## src/rtl/stopwatch_ctrl.sv

```systemverilog
// Stopwatch controller: MM:SS held as four BCD digits, sequenced IDLE/RUN/PAUSE/ADJUST.
// Define ADJ_BLINK_EN to blink the field being adjusted; otherwise digit_blank_o is 0.
module stopwatch_ctrl #(
  parameter int unsigned MAX_MIN = 59
) (
  input  logic       clk,
  input  logic       rst_n,
  input  logic       tick_1hz_i,
  input  logic       tick_adj_i,
  input  logic       tick_blink_i,
  input  logic       btn_pause_i,
  input  logic       btn_clear_i,
  input  logic       sw_adj_i,
  input  logic       sw_sel_i,
  output logic [3:0] led_0_o,
  output logic [3:0] led_1_o,
  output logic [3:0] led_2_o,
  output logic [3:0] led_3_o,
  output logic [3:0] digit_blank_o,
  output logic       running_o
);

  localparam logic [3:0] MinTensMax  = 4'(MAX_MIN / 10);
  localparam logic [3:0] MinUnitsMax = 4'(MAX_MIN % 10);

  typedef enum logic [1:0] {StIdle, StRun, StPause, StAdjust} state_e;

  state_e     state_q, state_d;
  logic [7:0] sec_q, sec_d;  // {tens, units}
  logic [7:0] min_q, min_d;  // {tens, units}
  logic       running_q;

  function automatic logic [7:0] inc_sec(input logic [7:0] s);
    logic [7:0] r;
    if (s[3:0] != 4'd9)      r = {s[7:4], s[3:0] + 4'd1};
    else if (s[7:4] != 4'd5) r = {s[7:4] + 4'd1, 4'd0};
    else                     r = 8'h00;
    return r;
  endfunction

  function automatic logic [7:0] inc_min(input logic [7:0] m);
    logic [7:0] r;
    if (m == {MinTensMax, MinUnitsMax}) r = 8'h00;
    else if (m[3:0] != 4'd9)            r = {m[7:4], m[3:0] + 4'd1};
    else                                r = {m[7:4] + 4'd1, 4'd0};
    return r;
  endfunction

  always_comb begin
    state_d = state_q;
    sec_d   = sec_q;
    min_d   = min_q;

    // Actions follow the current state; the next state only affects later cycles.
    unique case (state_q)
      StRun: begin
        if (tick_1hz_i) begin
          sec_d = inc_sec(sec_q);
          if (sec_q == 8'h59) min_d = inc_min(min_q);
        end
      end
      StAdjust: begin
        if (tick_adj_i) begin
          if (sw_sel_i) sec_d = inc_sec(sec_q);
          else          min_d = inc_min(min_q);
        end
      end
      default: ;
    endcase

    if (btn_clear_i) begin
      sec_d = 8'h00;
      min_d = 8'h00;
    end

    if (sw_adj_i)                 state_d = StAdjust;
    else if (state_q == StAdjust) state_d = StPause;
    else if (btn_clear_i)         state_d = StIdle;
    else if (btn_pause_i)         state_d = (state_q == StRun) ? StPause : StRun;
  end

`ifdef ADJ_BLINK_EN
  logic       phase_q, phase_d;
  logic [3:0] blank_q, blank_d;

  always_comb begin
    phase_d = phase_q;
    if (state_q == StAdjust && tick_blink_i) phase_d = ~phase_q;
    if (state_d != StAdjust) phase_d = 1'b0;
    blank_d = 4'b0000;
    if (phase_d) blank_d = sw_sel_i ? 4'b0011 : 4'b1100;
  end

  assign digit_blank_o = blank_q;
`else
  logic unused_tick_blink;
  assign unused_tick_blink = tick_blink_i;
  assign digit_blank_o     = 4'b0000;
`endif

  always_ff @(posedge clk or negedge rst_n) begin
    if (!rst_n) begin
      state_q   <= StIdle;
      sec_q     <= 8'h00;
      min_q     <= 8'h00;
      running_q <= 1'b0;
`ifdef ADJ_BLINK_EN
      phase_q   <= 1'b0;
      blank_q   <= 4'b0000;
`endif
    end else begin
      state_q   <= state_d;
      sec_q     <= sec_d;
      min_q     <= min_d;
      running_q <= (state_d == StRun);
`ifdef ADJ_BLINK_EN
      phase_q   <= phase_d;
      blank_q   <= blank_d;
`endif
    end
  end

  assign led_0_o   = min_q[7:4];
  assign led_1_o   = min_q[3:0];
  assign led_2_o   = sec_q[7:4];
  assign led_3_o   = sec_q[3:0];
  assign running_o = running_q;

endmodule

```

## config.mk

```make
export PLATFORM = sky130hd
export DESIGN_NAME = stopwatch_ctrl
export DESIGN_NICKNAME = d
export VERILOG_FILES = /design/src/rtl/stopwatch_ctrl.sv
export SDC_FILE = /design/constraint.sdc
export NUM_CORES = 1
export LEC_CHECK = 0
export CORE_MARGIN = 10
export CORE_UTILIZATION = 48
export CTS_BUF_LIST = sky130_fd_sc_hd__clkbuf_16
export CTS_CLUSTER_DIAMETER = 80
export DETAILED_ROUTE_END_ITERATION = 12
export GPL_ROUTABILITY_DRIVEN = 0
export PLACE_DENSITY = 0.78
export SLEW_MARGIN = 40
export SYNTH_ARGS = -nofsm -noshare
export SYNTH_HDL_FRONTEND = slang
export SYNTH_SLANG_ARGS = --single-unit
```

## constraint.sdc

```tcl
create_clock -name clk -period 2.4 [get_ports clk]
set_clock_uncertainty 0.05 [all_clocks]
set_input_delay 0.36 -clock clk [delete_from_list [all_inputs] [get_ports clk]]
set_output_delay 0.36 -clock clk [all_outputs]
set_load 0.01 [all_outputs]
```

# Yosys cells after proc, flatten, opt, wreduce, memory -nomap -nowiden
# Cells that the tools add are included.
[classes]
add_sub_neg = 4
n_mul = 0
n_div = 0
order_cmp = 0
n_eq_ne = 13
shift = 0
n_mux = 20
bitwise_logic = 0
reduce_logical = 3
[ops]
columns = ["cell", "n"]
rows = [
  ["$mux W8", 13],
  ["$pmux W8 S2", 2],
  ["$add A4 B1 Y4 const B", 4],
  ["$eq A8 B7 Y1 const B", 2],
  ["$ne A3 B3 Y1 const B", 5],
  ["$mux W2", 5],
  ["$ne A4 B4 Y1 const B", 2],
  ["$reduce_and A5 Y1", 1],
  ["$eq A2 B1 Y1 const B", 2],
  ["$ne A4 B3 Y1 const B", 1],
  ["$reduce_and A4 Y1", 1],
  ["$reduce_bool A3 Y1", 1],
  ["$eq A2 B2 Y1 const B", 1],
]
[word_totals]
register_bits = 19
latch_bits = 0
ram_bits = 0
romBits = 0
in_bits = 9
output_inout_bits = 21
elab_cells = 44
mem_count = 0

# Logic depth before layout (Yosys ltp)
# Gate-level depths: netlist of run 1.
[depth]
word_depth = 7
ltp_mapped = 7
depth_no_buf = 6

# Worst setup path before layout of run 1
# Ideal clock, no wire load.
[synth_path]
kind = "register to register"
startpoint = "register sec_q[1]"
endpoint = "register min_q[3]"
setup_time_ps = 82
t_arrival_ps = 1837
t_required_ps = 2268
path_slack_ps = 431
stages_incl_launch_ff = 8
n_path_buf = 1
synth_period_minus_slack_ps = 1969
cell_sequence = "dfrtp_1 > inv_1 > ha_1 > nand3b_4 > o31a_1 > buf_6 > or4_1 > a31oi_1"
[synth_between]
elab_chain_len = 3
[synth_lines]
columns = ["item", "line_no", "rtl"]
rows = [
  ["start, declared", "29", "logic [7:0] sec_q, sec_d;"],
  ["start signal, assigned", "104", "sec_q <= 8'h00;"],
  ["start signal, assigned", "113", "sec_q <= sec_d;"],
  ["$eq A8 B7 Y1", "59", "if (sec_q == 8'h59) min_d = inc_min(min_q);"],
  ["$ne A3 B3 Y1 (no line)", "-", ""],
  ["$reduce_and A5 Y1 (no line)", "-", ""],
  ["end signal, assigned", "114", "min_q <= min_d;"],
  ["end, declared", "30", "logic [7:0] min_q, min_d;"],
]
# No other way between the ends.
# A chain may end at the register's enable or synchronous reset.

# Final worst setup path of run 1
[layout_path]
startpoint = "register sec_q[1]"
endpoint = "register min_q[7]"
# Same word-level chain as after synthesis.

==> run summary, run 1 <==
Final setup viols = 0
FMAX = 461 MHz
initial drt markers = 82
CTS H-tree depth = 1
LEAKAGE = 0.688 nW
Final Non-Filler Cells = 181
worst path required time = 2.49 ns
total iterations of the first detailed-routing run = 4
HPWL after DPL = 2.22 mm
yosys warns = 0
fin crit period = 2.17 ns
Seq cells post-synth = 19
total routed wirelength = 2.86 mm
# clock sinks = 19
Slew Limit Fails = 0
Avg Cell Area, Syn = 9.54 µm²
Data arrival, critical path = 2.25 ns
Seq/Total Area, Yosys = 39.9%
setup repair bufs after CTS = 0
total CTS buffers = 3
Post-Syn Instances = 125
Clock Pin Slew Worst Setup and Hold Paths = 0.05 ns
GRT overflow = 0
Max Cap Viol = 0
post-cts repair resize count = 0
Synth area leader = dfrtp_1
drt drc = 0
final instance area = 1540 µm²
drt wl/cell = 15.8 µm
Tot Pwr = 772 µW
Setup TNS = 0 ns
final hold vios = 0
slowest CP cell = dfrtp_1
VDD IR max = 0.485 mV
commonest non-fill, non-tap cells in the layout = clkdlybuf4s50_1, dfrtp_1, inv_1
Worst Max-Slew Pin Slew = 0.506 ns
Max Fanout on Critical Path = 11
Die Y = 69.8 µm
root buffer cell = clkbuf_16
setup repair after global routing missed its margin = false
post-route ant nets = 0
initial antenna violation count = 0
worst-path cell chain = inv_1, ha_1, nand3b_4, o31a_1, o31a_2, a221o_1
crit-path max cell delay = 0.41 ns
Area Overhead vs Synth = 28.9%
Crit. End Element = flip-flop
Slew HR = 66.1%
critical path class = reg2reg
most common cell after layout, fill and taps aside = clkdlybuf4s50_1
Vias = 1,027
Post-synth EDFFs = 0
period utilization = 90.4%
Synth cell types = 45
top-area cell type share of the netlist area = 39.9%
diodes inserted = 0
row count = 18
Die Wd = 69.8 µm
first-pass GRT wire length = 5.16 mm
CP startpoint kind = flip-flop
cts hold-fix bufs = 0
Netlist Area Pre-Place = 1190 µm²
reg2reg setup slack = 0.23 ns
Max clock buf depth = 2
layout cells sized above 1 = 11.3%
asr flop ratio synth = 100%
Port Buffer Count = 24
pin count of the biggest net entering global routing = 20
Die ar. = 4880 µm²
Core ar. = 2430 µm²
Synth Flop Type = dfrtp_1
CTS tree = done
GR Util All Layers = 12.6%
Clock Latency Late Sink = 0.25 ns
Final Net Count = 167
number of global-route vias before repair = 1,054
pwr dens = 502 nW/µm²
via/cell ratio = 5.67
dominant cells by area after synthesis = dfrtp_1, ha_1, o21ai_0
min-delay worst type = in2async
Initial Util = 49.0%
status = finished clean
Post-Place Cells = 177
post-placement cell area = 1460 µm²
Ports = 30
## cells in the mapped netlist, types with 2 or more instances
cell type  count
ha_1           6
nand2b_1       2
mux2_2         3
a31oi_1        2
o211ai_1       3
or4_1          5
a21oi_1        6
nor2b_1        4
o41ai_1        3
nor2_1         4
nor4_1         3
a211o_1        2
nor3_1         4
clkbuf_1       4
o21ai_0        8
nand2_1        5
buf_4          4
dfrtp_1       19
nand3_1        4
inv_1          9
## registers in the layout, summed over array words and instances, names as in the netlist
signal / flops
sec_q: 8
running_o: 1
min_q: 8
state_q: 2
## final timing paths
check / from / endpoint / cells after the start
max: sec_q[1] / min_q[7] / 6
min: rst_n / sec_q[2] / 2
max reg2reg: sec_q[1] / min_q[7] / 6
min reg2reg: sec_q[7] / sec_q[7] / 1
max in group asynchronous: rst_n / min_q[3] / 2
min in group clk: sec_q[7] / sec_q[7] / 1
## critical path, delay by kind of cell (launching register included)
family	cells	cell delay [ns]
simple gates	1	0.11
buf+inv	1	0.08
flops	1	0.41
compound gates	3	1.17
fa+ha+maj	1	0.23
## power by group
part           internal [mW]  switching [mW]
Clock                  0.222           0.118
Combinational         0.0426          0.0501
Sequential             0.329          0.0109
## routing by layer
metal  wire (µm)  part of all wire (%)  up-vias  track usage (%)
met5           0                     0        -                0
met4          55                   1.9        0             5.26
met3         188                   6.6        5             4.43
met2        1490                    52       18             21.9
met1        1130                    39      492             13.5
li1            -                     -      512                -
## final cells by class
type | count | area [µm²]
Tap cell | 30 | 37.5
Timing Repair Buffer | 29 | 278
Clock inverter | 1 | 3.75
Multi-Input combinational cell | 90 | 633
Sequential cell | 19 | 475
Clock buffer | 3 | 75.1
Fill cell | 206 | 896
Inverter | 9 | 33.8
## metrics by stage
step                      utilization (%)  hold WS (ns)  setup slack (ns)
final                                63.2         0.389             0.232
after global routing                 63.2         0.441             0.124
after CTS                            63.2         0.398             0.228
after detailed placement             59.9         0.477             0.247
after global placement               59.9         0.460             0.315
after floorplan                         -        0.0144             0.431
## cells by family (layout without fill, tap and decap cells)
kind of cell | after synthesis | after routing | synth area share, %
buf+inv | 19 | 42 | 7.97
other cells | 1 | 4 | 0.314
compound gates | 33 | 33 | 18.7
mux | 4 | 4 | 3.67
fa+ha+maj | 6 | 6 | 6.30
simple gates | 43 | 43 | 23.2
flops | 19 | 19 | 39.9
No activity file was read; power rests on OpenSTA's default activity.
==> run 2: changes to the inputs <==
--- a/config.mk
+++ b/config.mk
@@ -6,13 +6,12 @@
 export NUM_CORES = 1
 export LEC_CHECK = 0
 export CORE_MARGIN = 10
-export CORE_UTILIZATION = 48
+export CORE_UTILIZATION = 52
 export CTS_BUF_LIST = sky130_fd_sc_hd__clkbuf_16
 export CTS_CLUSTER_DIAMETER = 80
 export DETAILED_ROUTE_END_ITERATION = 12
 export GPL_ROUTABILITY_DRIVEN = 0
-export PLACE_DENSITY = 0.78
-export SLEW_MARGIN = 40
+export PLACE_DENSITY = 0.84
 export SYNTH_ARGS = -nofsm -noshare
 export SYNTH_HDL_FRONTEND = slang
 export SYNTH_SLANG_ARGS = --single-unit
==> constraint.sdc (replaced) <==
create_clock -name clk -period 2.6 [get_ports clk]
set_clock_uncertainty 0.05 [all_clocks]
set_input_delay 0.39 -clock clk [delete_from_list [all_inputs] [get_ports clk]]
set_output_delay 0.39 -clock clk [all_outputs]
set_load 0.01 [all_outputs]
==> run 2 against run 1 <==
Fmax is 1.8% higher. Critical path type unchanged. Utilization rose by 5.8 points. Combinational power down 13%. Sequential share of layout area increased by 0.51 points. Power decreased by 9.1%. Critical path depth did not move.
==> run summary, run 2 (synthesis results as in run 1) <==
drt drc = 0 (unchanged)
reg2reg setup slack = 0.47 ns (+0.24 ns)
GR Util All Layers = 13.0% (+0.35 points)
diodes inserted = 0 (unchanged)
setup repair bufs after CTS = 0 (unchanged)
root buffer cell = clkbuf_16
worst-path cell chain = inv_1, ha_1, nand3b_4, o31a_1, o31a_2, a221o_1
Slew Limit Fails = 0 (unchanged)
met1 WL = 1.12 mm (-0.53%)
post-cts repair resize count = 0 (unchanged)
total iterations of the first detailed-routing run = 4 (unchanged)
total CTS buffers = 3 (unchanged)
cts hold-fix bufs = 0 (unchanged)
worst path required time = 2.68 ns (+0.19 ns)
critical path class = reg2reg
first-pass GRT wire length = 4.74 mm (-8.2%)
Initial Util = 54.4% (+5.4 points)
row count = 17 (-1)
period utilization = 81.9% (-8.4 points)
Die ar. = 4610 µm² (-5.5%)
fill count = 163 (-21%)
Clock Pin Slew Worst Setup and Hold Paths = 0.05 ns (about the same)
Max Fanout on Critical Path = 11 (unchanged)
CP startpoint kind = flip-flop
commonest non-fill, non-tap cells in the layout = clkdlybuf4s50_1, dfrtp_1, inv_1
Final WS setup = 0.470 ns (+0.239 ns)
Ports = 30 (unchanged)
most common cell after layout, fill and taps aside = clkdlybuf4s50_1
HPWL after DPL = 1.99 mm (-10%)
GRT overflow = 0 (unchanged)
Area Overhead vs Synth = 26.8%
top layer in use = met4
slowest CP cell = dfrtp_1
Final Net Count = 164 (-1.8%)
Vias = 1,027 (unchanged)
Top Registers = min_q: 8 flops, sec_q: 8 flops, state_q: 2 flops
Max clock buf depth = 2 (unchanged)
LEAKAGE = 0.674 nW (-2.0%)
Slew HR = 48.2% (-18 points)
fin crit period = 2.13 ns (-0.0387 ns)
number of global-route vias before repair = 1,004 (-4.7%)
setup repair after global routing missed its margin = false
DR WL met3 = 158 µm (-16%)
Setup TNS = 0 ns (unchanged)
post-route ant nets = 0 (unchanged)
min-delay worst type = in2async
initial antenna violation count = 0 (unchanged)
Final setup viols = 0 (unchanged)
via/cell ratio = 5.84 (+2.8%)
# clock sinks = 19 (unchanged)
Post-Place Cells = 172 (-2.8%)
Data arrival, critical path = 2.21 ns (-0.04 ns)
Port Buffer Count = 24 (unchanged)
status = finished clean
crit-path max cell delay = 0.43 ns (+0.02 ns)
Core ar. = 2190 µm² (-9.9%)
CTS H-tree depth = 1 (unchanged)
Met2 Routed Length = 1.37 mm (-7.7%)
drt wl/cell = 15.2 µm (-3.6%)
pre-CTS WS = 0.343 ns (+0.0966 ns)
total routed wirelength = 2.68 mm (-6.3%)
CTS tree = done
Worst Max-Slew Pin Slew = 0.772 ns (+0.266 ns)
pin count of the biggest net entering global routing = 20 (unchanged)
Final Non-Filler Cells = 176 (-2.8%)
Clock Latency Late Sink = 0.25 ns (about the same)
Max Cap Viol = 0 (unchanged)
Die Wd = 67.9 µm (-2.8%)
Die Y = 67.9 µm (-2.8%)
FMAX = 470 MHz (+1.8%)
initial drt markers = 42 (-49%)
final hold vios = 0 (unchanged)
VDD IR max = 0.349 mV (-28%)
pwr dens = 464 nW/µm² (-7.6%)
Crit. End Element = flip-flop
layout cells sized above 1 = 9.46% (-1.8 points)
==> run 2: cell count changes in the layout (fill, tap and decap cells not counted) <==
cell	change
buf_4	-3
==> run 2: worst paths after layout <==
kind,start,cells past startpoint,to
min,rst_n,2,sec_q[2]
max reg2reg,sec_q[1],6,min_q[7]
max,sec_q[1],6,min_q[7]
min reg2reg,sec_q[7],1,sec_q[7]
min in group clk,sec_q[7],1,sec_q[7]
max in group asynchronous,rst_n,2,min_q[2]
==> run 2: power by group <==
part | internal, mW | total [mW] | switching [mW]
logic | 0.0359 | 0.0810 | 0.0451
registers | 0.303 | 0.315 | 0.0112
clock network | 0.204 | 0.306 | 0.102
total | 0.544 | 0.702 | 0.158
==> run 2: per-layer routing <==
metal	track usage, %	up-vias
met5	0	-
met1	15.1	497
li1	-	505
met2	22.3	21
met4	3.77	0
met3	4.24	4
==> run 2: per-stage QoR <==
| step | util [%] | area (µm²) | hold WS [ns] | power, mW |
|---|---|---|---|---|
| 2_1_floorplan | - | 1200 | 0.0444 | 0.367 |
| 3_3_place_gp | 65.4 | 1430 | 0.472 | 0.398 |
| 3_5_place_dp | 65.4 | 1430 | 0.472 | 0.400 |
| 4_1_cts | 69.0 | 1510 | 0.436 | 0.711 |
| 5_1_grt | 69.0 | 1510 | 0.459 | 0.738 |
| 6_report | 69.0 | 1510 | 0.423 | 0.702 |
==> run 2: critical path, delay by kind of cell, from the launching register on <==
| family | cells | cell delay, ns |
|---|---|---|
| AOI/OAI and AO/OA | 3 | 1.16 |
| buffers and inverters | 1 | 0.08 |
| adders and majority gates | 1 | 0.20 |
| and+or+nand+nor | 1 | 0.09 |
| DFF | 1 | 0.43 |
==> run 2: area by class of cell <==
class / count / area [µm²] / share of cell area [%]
multi-input cells: 90 / 633 / 41.9
clock inverters: 1 / 3.75 / 0.248
inverters: 9 / 33.8 / 2.24
repair buffers: 26 / 255 / 16.9
clock buffers: 3 / 75.1 / 4.97
flip-flops and latches: 19 / 475 / 31.5
well taps: 28 / 35.0 / 2.32
